### src/rtl/cmp_minmax_tracker.sv
// cmp_minmax_tracker: windowed running min/max tracker on a valid/ready stream.
// The compare is the 6-bit lt (signed) / ltu (unsigned) / eq relation of the upstream comparator.
// Optional build macro CMP_MINMAX_FLUSH_EN adds a 'flush' input that closes a window early.
module cmp_minmax_tracker #(
  parameter int WIDTH  = 6,
  parameter int WINDOW = 8
) (
  input  logic             clk,
  input  logic             rst_n,
`ifdef CMP_MINMAX_FLUSH_EN
  input  logic             flush,
`endif
  input  logic             in_valid,
  output logic             in_ready,
  input  logic [WIDTH-1:0] in_data,
  input  logic             signed_mode,
  output logic             out_valid,
  input  logic             out_ready,
  output logic [WIDTH-1:0] out_min,
  output logic [WIDTH-1:0] out_max,
  output logic             out_all_eq,
  output logic [7:0]       out_count,
  output logic             out_signed
);

  localparam logic [1:0] IDLE  = 2'd0;
  localparam logic [1:0] ACCUM = 2'd1;
  localparam logic [1:0] HOLD  = 2'd2;

  localparam logic [7:0] WIN_CNT = 8'(WINDOW);

  logic [1:0]       state;
  logic [WIDTH-1:0] min_r;
  logic [WIDTH-1:0] max_r;
  logic [WIDTH-1:0] first_r;
  logic [7:0]       cnt;
  logic             all_eq_r;
  logic             mode_r;

  logic             flush_w;
  logic             accept;
  logic             lt_min;
  logic             lt_max;
  logic [WIDTH-1:0] nxt_min;
  logic [WIDTH-1:0] nxt_max;
  logic             nxt_eq;
  logic [7:0]       nxt_cnt;
  logic             nxt_mode;
  logic             close_win;

`ifdef CMP_MINMAX_FLUSH_EN
  assign flush_w = flush;
`else
  assign flush_w = 1'b0;
`endif

  assign in_ready = (state != HOLD);
  assign accept   = in_valid & in_ready;

  // Window statistics after the current sample (a first sample seeds them in IDLE)
  always_comb begin
    lt_min   = 1'b0;
    lt_max   = 1'b0;
    nxt_min  = min_r;
    nxt_max  = max_r;
    nxt_eq   = all_eq_r;
    nxt_cnt  = cnt;
    nxt_mode = mode_r;
    if (state == IDLE) begin
      nxt_min  = in_data;
      nxt_max  = in_data;
      nxt_eq   = 1'b1;
      nxt_cnt  = 8'd1;
      nxt_mode = signed_mode;
    end else begin
      if (mode_r) begin
        lt_min = $signed(in_data) < $signed(min_r);
        lt_max = $signed(max_r) < $signed(in_data);
      end else begin
        lt_min = in_data < min_r;
        lt_max = max_r < in_data;
      end
      if (accept) begin
        nxt_min = lt_min ? in_data : min_r;
        nxt_max = lt_max ? in_data : max_r;
        nxt_eq  = all_eq_r & (in_data == first_r);
        nxt_cnt = cnt + 8'd1;
      end
    end
  end

  // A window closes on its last sample, or early on flush (ignored in IDLE without a sample)
  always_comb begin
    close_win = 1'b0;
    if (accept && ((nxt_cnt == WIN_CNT) || flush_w))
      close_win = 1'b1;
    else if ((state == ACCUM) && flush_w)
      close_win = 1'b1;
  end

  // State machine, accumulators and registered result
  always_ff @(posedge clk or negedge rst_n) begin
    if (!rst_n) begin
      state      <= IDLE;
      min_r      <= '0;
      max_r      <= '0;
      first_r    <= '0;
      cnt        <= 8'd0;
      all_eq_r   <= 1'b0;
      mode_r     <= 1'b0;
      out_valid  <= 1'b0;
      out_min    <= '0;
      out_max    <= '0;
      out_all_eq <= 1'b0;
      out_count  <= 8'd0;
      out_signed <= 1'b0;
    end else begin
      if (state == HOLD) begin
        if (out_ready) begin
          out_valid <= 1'b0;
          state     <= IDLE;
        end
      end else begin
        if (accept) begin
          min_r    <= nxt_min;
          max_r    <= nxt_max;
          all_eq_r <= nxt_eq;
          cnt      <= nxt_cnt;
          mode_r   <= nxt_mode;
          if (state == IDLE)
            first_r <= in_data;
        end
        if (close_win) begin
          out_min    <= nxt_min;
          out_max    <= nxt_max;
          out_all_eq <= nxt_eq;
          out_count  <= nxt_cnt;
          out_signed <= nxt_mode;
          out_valid  <= 1'b1;
          state      <= HOLD;
        end else if (accept) begin
          state <= ACCUM;
        end
      end
    end
  end

endmodule

### config.mk
export PLATFORM = sky130hd
export DESIGN_NAME = cmp_minmax_tracker
export DESIGN_NICKNAME = d
export VERILOG_FILES = /design/src/rtl/cmp_minmax_tracker.sv
export SDC_FILE = /design/constraint.sdc
export NUM_CORES = 1
export LEC_CHECK = 0
export ABC_AREA = 0
export BUFFER_PORTS_ARGS = -buffer_cell sky130_fd_sc_hd__buf_2
export CELL_PAD_IN_SITES_DETAIL_PLACEMENT = 1
export CELL_PAD_IN_SITES_GLOBAL_PLACEMENT = 1
export CORE_UTILIZATION = 43
export CTS_BUF_LIST = sky130_fd_sc_hd__clkbuf_4
export DETAILED_ROUTE_END_ITERATION = 10
export PLACE_DENSITY = 0.84
export SYNTH_ARGS = -nofsm -noshare
export SYNTH_HDL_FRONTEND = slang
export SYNTH_SLANG_ARGS = --single-unit
### constraint.sdc
create_clock -name clk -period 2.3 [get_ports clk]
set_clock_uncertainty 0.1 [all_clocks]
set_input_delay 0.46 -clock clk [delete_from_list [all_inputs] [get_ports clk]]
set_output_delay 0.46 -clock clk [all_outputs]
set_load 0.02 [all_outputs]
Word-level counts from Yosys, hierarchy flattened
Index checks and enable logic that the tools add are counted. W data, S select, Z words.

Bits in read-only memories: 0. Bits in registers: 53. Memories: 0. Output and inout bits: 24. Input port bits: 11. Bits in writable memories: 0. Word-level logic and storage cells: 58. Bits in latches: 0.

$lt $le $gt $ge: 4. Shift operators: 0. Add/subtract/negate cells: 1. Reduce and logical (&&, ||, !) cells: 9. Multiply operators: 0. Bitwise logic cells: 3. Divide/modulo/power cells: 0. Mux-type cells: 23. Equal/unequal tests: 5.

Operators with widths (number): $mux W6 (6); $lt A6 B6 Y1 (4); $mux W8 (2); $mux W1 (11); $add A8 B1 Y8 const B (1); $eq A8 B4 Y1 const B (1); $mux W2 (4); $reduce_and A2 Y1 (4); $eq A6 B6 Y1 (1); $ne A2 B2 Y1 const B (2); $reduce_and A3 Y1 (1); $reduce_bool A3 Y1 (1); $and A1 B1 Y1 (2); $eq A2 B2 Y1 const B (1); $logic_not A2 Y1 (1); $reduce_bool A2 Y1 (1); $logic_and A1 B1 Y1 (1); $not A1 Y1 (1).

Longest topological paths before layout
Gate-level depths: netlist of run 1.

Depth in word-level cells: 9. Gate-level depth with buffers: 8. Depth with buffers taken out: 7.

Worst setup path before layout of run 1
No wires, ideal clock.

Path type: input to register. From: in in_valid. To: reg out_all_eq. Path slack: -0.065 ns. Stages on the path: 7. Arrival: 2.141 ns. Library setup time: 0.125 ns. Required time: 2.075 ns. Path buffers: 2. Cell sequence: buf_4 -> inv_2 -> or4_1 -> a221oi_2 -> and4_1 -> buf_6 -> mux2_2.

Word-level cells in the longest chain between the ends: 7. Elaborated cells between the ends (all ways): 9. Those cells by class: eq/ne: 1; mux: 5; bitwise: 1; reduce/logical: 2.

RTL lines: start, declared (line 13) `input logic in_valid,`; $and A1 B1 Y1 * (line 58) `assign accept = in_valid & in_ready;`; $mux W8 (line 83) `if (accept) begin`; $mux W8 (line 69) `if (state == IDLE) begin`; $eq A8 B4 Y1 (line 95) `if (accept && ((nxt_cnt == WIN_CNT) || flush_w))`; $logic_and A1 B1 Y1 (line 95); $mux W1 (line 95); $reduce_and A2 Y1 (no line); end signal, assigned (line 136) `out_all_eq <= nxt_eq;`; end, declared (line 21) `output logic out_all_eq,`.

Every way passes the cells marked *; elsewhere a longest branch is shown, timed or not. A chain may end at the register's enable or synchronous reset.

Worst setup path in the final report of run 1
From: reg cnt[1]. To: reg out_signed.

Word-level cells in the longest chain between the ends: 7.

RTL lines: start, declared (line 36) `logic [7:0] cnt;`; start signal, assigned (line 128) `cnt <= nxt_cnt;`; $add A8 B1 Y8 (line 87) `nxt_cnt = cnt + 8'd1;`; $mux W8 * (line 83); $mux W8 * (line 69); $eq A8 B4 Y1 * (line 95); $logic_and A1 B1 Y1 * (line 95); $mux W1 * (line 95); $reduce_and A2 Y1 (no line) *; end signal, assigned (line 138) `out_signed <= nxt_mode;`; end, declared (line 23) `output logic out_signed`.

Marked as above.

==> flow_summary.toml, run 1 <==
[setup_path]
critPathCaptureType = "flip-flop"
cp_data_required_time_ns = 2.50
crit_fanout = 6
worstSetupPathType = "flip-flop to flip-flop"
crit_arrival_ns = 2.45
critPathLaunchType = "flip-flop"
rrSetupSlack_ns = 0.04

[finish]
diodes = 0
fillers = 710
multi_input_area_um2 = 1405
fin_nets = 352
final_common_cell = "dfrtp_1"
fin_util_pct = 53.46
seq_area_um2 = 1326
syn_to_final_growth_pct = 20.47
stdcell_count = 408
drive_gt1_share_pct = 33.84
layout_common_cells = "53 x dfrtp_1, 36 x buf_4, 34 x buf_2"

[run]
maxCapViolations = 0

[min_path]
hold_path.class = "primary input to flip-flop"

[clocking]
cts_buffers = 5
cts_sinks = 53
clock_latency_ns = 0.39
cts.path.max_buffers = 2
cts_tree = "built"
h-tree-depth = 2
clk_pin_slew_ns = 0.17
clockRootBuffer = "clkbuf_4"

[place]
finalWeightedCongestion = 0.8021
portBuffers = 34
dpl.cell_count = 396
dp_hpwl_mm = 5.507
pre_cts_slack_ns = -0.1388

[synthesis]
yosys.cell_types.count = 48
yosysSeqAreaShare_pct = 47.07
syn_area_um2 = 2818
synth_top_cell_area_share_pct = 47.07
async_reset_ff_share_pct = 100.0
syn_inst = 266
synth_top_cell_by_area = "dfrtp_1"
syn_nets = 288
avgSynthCellArea_um2 = 10.59
ys.flop_type = "dfrtp_1"
synth_edf_count = 0
synth.area.top_cells = "dfrtp_1 47%, mux2_2 6.8%, ha_1 4.9%, a41oi_1 3.7%, o21ai_0 3.6%"
yosysWarningCount = 0
ys_ff_latch = 53

[drt]
avgViaCountPerCell = 5.789
wirelength_mm = 7.282
num_vias = 2362
drt_first_iter_violations = 130
dr.pass1.iters = 4
detail-route-antenna-nets = 0
avgRoutedWirePerCell_um = 17.85
drc = 0

[sta]
tns_ns = 0
post-route-period-util_pct = 98.05
setup_viol = 0
max_freq_mhz = 443.4
tightest_slew_ns = 0.3973
max_slew_margin_pct = 73.51
layout_min_cycle_time_ns = 2.255
setup_ws_ns = 0.04484
rsz0062_at_grt = "true"
drv_slew = 0
finalHoldViolations = 0

[global_route]
grt_pass1_vias = 2417
gr-total-overflow = 0
grt_pass1_wl_mm = 11.98
track_usage_pct = 21.76
grt_max_degree = 26
antenna_found_initial = 0

[die]
dieHeight_um = 82.95
fp-row-count = 29
fp.dieW_um = 82.95
start_util_pct = 44.37
dieArea_um2 = 6881
io-pin-count = 35
coreArea_um2 = 6350

[pwr]
ir_drop_uv = 560.8
leakagePower_nw = 1.677
p_per_area_nw_per_um2 = 1103
finalPower_mw = 3.744

[run_status]
status = "finished, final reports clean"
layout make-up:
| cell class | instances | share of cell area, % |
|---|---|---|
| clock buffer | 5 | 1.106 |
| clock inverter | 3 | 0.7740 |
| inverter | 14 | 1.548 |
| multi-input combinational | 185 | 41.39 |
| sequential | 53 | 39.07 |
| tap | 77 | 2.838 |
| timing repair buffer | 71 | 13.27 |
per-stage QoR:
stage / area (um2) / hold slack, ns
after floorplan: 2823 / 0.06441
after global placement: 3258 / 0.2801
after detailed placement: 3258 / 0.2801
after CTS: 3342 / 0.2094
after global routing: 3395 / 0.2085
final: 3395 / 0.2206
cells by family after synthesis:
| kind of cell | share of synthesized area [%] |
|---|---|
| xor+xnor | 2.486 |
| compound gates | 17.76 |
| simple gates | 14.21 |
| fa+ha+maj | 4.884 |
| buf+inv | 4.662 |
| flops | 47.07 |
| mux | 8.925 |
final timing paths:
check / end / depth (start not counted) / from
worst max-delay path: out_signed$_DFFE_PN0P_ / 5 / cnt[1]$_DFFE_PN0P_
worst min-delay path: mode_r$_DFFE_PN0P_ / 2 / signed_mode
worst max register to register: out_signed$_DFFE_PN0P_ / 5 / cnt[1]$_DFFE_PN0P_
worst min register to register: out_count[3]$_DFFE_PN0P_ / 1 / out_count[3]$_DFFE_PN0P_
max in group asynchronous: max_r[0]$_DFFE_PN0P_ / 3 / rst_n
min in group asynchronous: cnt[2]$_DFFE_PN0P_ / 2 / rst_n
sequential cells by signal, indices dropped and copies added, names as in the netlist, 2 cells and up:
| name | cells |
|---|---|
| cnt | 8 |
| out_count | 8 |
| first_r | 6 |
| max_r | 6 |
| min_r | 6 |
| out_max | 6 |
| out_min | 6 |
| state | 2 |
synthesized netlist by cell type (3+ instances only):
| cell type | count |
|---|---|
| dfrtp_1 | 53 |
| o21ai_0 | 20 |
| nand3_1 | 18 |
| mux2_2 | 17 |
| a31oi_1 | 13 |
| nor2b_1 | 13 |
| a41oi_1 | 12 |
| inv_1 | 12 |
| nand2_1 | 12 |
| ha_1 | 11 |
| nor2_1 | 10 |
| clkbuf_1 | 6 |
| mux2i_1 | 6 |
| xnor2_1 | 4 |
| xor2_1 | 4 |
| a21oi_1 | 3 |
| a41o_1 | 3 |
| and3_1 | 3 |
| buf_2 | 3 |
critical path, cell delays in order (launching register included):
cell,delay (ns)
dfrtp_1,0.45
ha_1,0.33
or3_4,0.41
a221oi_4,0.22
and4_4,0.32
mux2_2,0.34
metal layers:
metal | track usage (%) | part of all wire [%]
met4 | 5.329 | 1.2
met5 | 0 | 0
met2 | 37.70 | 50
met3 | 3.181 | 3.0
met1 | 28.69 | 46
where the power goes:
part | switching, mW | leakage, nW | internal, mW
clock network | 0.324 | 0.0358 | 0.128
registers | 0.267 | 0.663 | 1.27
logic | 0.971 | 0.979 | 0.788
total | 1.56 | 1.68 | 2.18
repair_timing:
item	CTS	global route
buffers inserted	1	2
resized for setup	2	7
hold buffers	1	0
hold endpoints to repair	12	0
pin swaps	1	5
endpoints found under the setup margin	16	16
Note: power is estimated with default switching activity, not from simulation.
==> run 2: changes to the inputs <==
Settings changed: CORE_UTILIZATION 43 to 29, CTS_BUF_LIST sky130_fd_sc_hd__clkbuf_4 to unset, PLACE_DENSITY 0.84 to 0.62.
==> flow_summary.toml, run 2 (synthesis gave the netlist of run 1 again) <==
[sta]
tns_ns = 0
drv_slew = 0
max_slew_margin_pct = 68.57
post-route-period-util_pct = 97.65
setup_viol = 0
tightest_slew_ns = 0.4715
holdWs_ns = -0.005453
layout_min_cycle_time_ns = 2.246
max_freq_mhz = 445.2
finalHoldViolations = 12

[setup_path]
crit_path_end = "out_all_eq$_DFFE_PN0P_"
crit_slowest_cell = "dfrtp_1"
worstSetupPathType = "flip-flop to flip-flop"
critPathLaunchType = "flip-flop"
path_buf_inv = 0
rrSetupSlack_ns = 0.05
critical-path-top-delay-family = "simple AND/OR/NAND/NOR gates"
critPathCaptureType = "flip-flop"
slowest_delay_ns = 0.44
path_depth = 5
cp_cell_sequence = "ha_1 -> or3_4 -> a221oi_4 -> and4_4 -> mux2_2"
crit_start = "cnt[1]$_DFFE_PN0P_"
crit_fanout = 6
crit_arrival_ns = 2.35
ff2ff_path_depth = 5
worstReg2RegEnd = "out_all_eq$_DFFE_PN0P_"
cp_data_required_time_ns = 2.40
rr_startpoint = "cnt[1]$_DFFE_PN0P_"

[pwr]
finalPower_mw = 3.911
leakagePower_nw = 1.716
p_per_area_nw_per_um2 = 1109
ir_drop_uv = 380.3

[min_path]
hold_path.class = "primary input to asynchronous set/reset pin"

[finish]
largestRegisters = "cnt: 8 flops, out_count: 8 flops"
diodes = 0
syn_to_final_growth_pct = 25.18
final_common_cell = "dfrtp_1"
fillers = 1057
layout_common_cells = "53 x dfrtp_1, 39 x buf_4, 34 x buf_2"
fin_nets = 355
drive_gt1_share_pct = 33.83

[die]
dieArea_um2 = 10110
io-pin-count = 35
fp.dieW_um = 100.6
start_util_pct = 30.21
dieHeight_um = 100.6
fp-row-count = 35
coreArea_um2 = 9328

[global_route]
grt_pass1_wl_mm = 12.19
antenna_found_initial = 0
grt_pass1_vias = 2366
gr-total-overflow = 0
grt_max_degree = 36
track_usage_pct = 15.38

[clocking]
clk_pin_slew_ns = 0.10
clockRootBuffer = "clkbuf_8"
clock_latency_ns = 0.30
cts_tree = "built"
cts.path.max_buffers = 2
h-tree-depth = 2
cts_buffers = 5
cts_sinks = 53
postCtsHoldBufs = 0

[drt]
drt_first_iter_violations = 39
wirelength_mm = 7.235
avgViaCountPerCell = 4.976
drc = 0
avgRoutedWirePerCell_um = 15.63
dr.pass1.iters = 4
num_vias = 2304
detail-route-antenna-nets = 0

[run]
maxCapViolations = 0

[run_status]
violations = "negative hold slack"
status = "finished, violations left"

[place]
finalWeightedCongestion = 0.7891
portBuffers = 34
dp_hpwl_mm = 5.614
-- run 2: layer usage --
| metal | up-vias | wire length [um] | track usage, % |
|---|---|---|---|
| met5 | - | 0 | 0 |
| met4 | 0 | 58 | 3.344 |
| met3 | 4 | 178 | 2.427 |
| met2 | 25 | 3561 | 25.76 |
| met1 | 1161 | 3437 | 20.97 |
| li1 | 1114 | - | - |
-- run 2: metrics by stage --
stage | instances | hold slack (ns) | util, % | worst slack, ns | cell area (um2)
2_1_floorplan | 266 | 0.06441 | - | 0.04787 | 2823
3_3_place_gp | 451 | 0.3416 | 36.00 | -0.08675 | 3358
3_5_place_dp | 451 | 0.3438 | 36.00 | -0.1198 | 3358
4_1_cts | 459 | 0.0000007216 | 37.22 | 0.005060 | 3472
5_1_grt | 463 | 0.01841 | 37.81 | -0.02117 | 3527
6_report | 463 | -0.005453 | 37.81 | 0.05402 | 3527
-- run 2: area by class of cell --
type,count,area (um2),area share (%)
Clock buffer,6,72.57,2.057
Clock inverter,2,38.79,1.100
Inverter,14,52.55,1.490
Multi-Input combinational cell,185,1393,39.48
Sequential cell,53,1326,37.60
Tap cell,129,161.4,4.576
Timing Repair Buffer,74,483.0,13.69
-- run 2: what timing repair did --
item | 4_1_cts | 5_1_grt
gates cloned | 0 | 0
pin swaps | 0 | 2
buffers inserted | 0 | 4
endpoints found under the setup margin | 15 | 14
resized for setup | 2 | 4
-- run 2: power by group --
part	switching, mW	internal, mW
clock network	0.319	0.327
logic	0.954	0.796
registers	0.246	1.27
total	1.52	2.39
-- run 2: worst min-delay path by stage --
| stage | from | endpoint | cells after the start |
|---|---|---|---|
| 3_5_place_dp | rst_n | first_r[0]$_DFFE_PN0P_ | 1 |
| 2_1_floorplan | rst_n | all_eq_r$_DFFE_PN0P_ | 0 |
| 4_1_cts | rst_n | first_r[5]$_DFFE_PN0P_ | 1 |
| 3_3_place_gp | rst_n | min_r[2]$_DFFE_PN0P_ | 1 |
| 6_report | rst_n | first_r[5]$_DFFE_PN0P_ | 1 |
| 5_1_grt | rst_n | first_r[5]$_DFFE_PN0P_ | 1 |
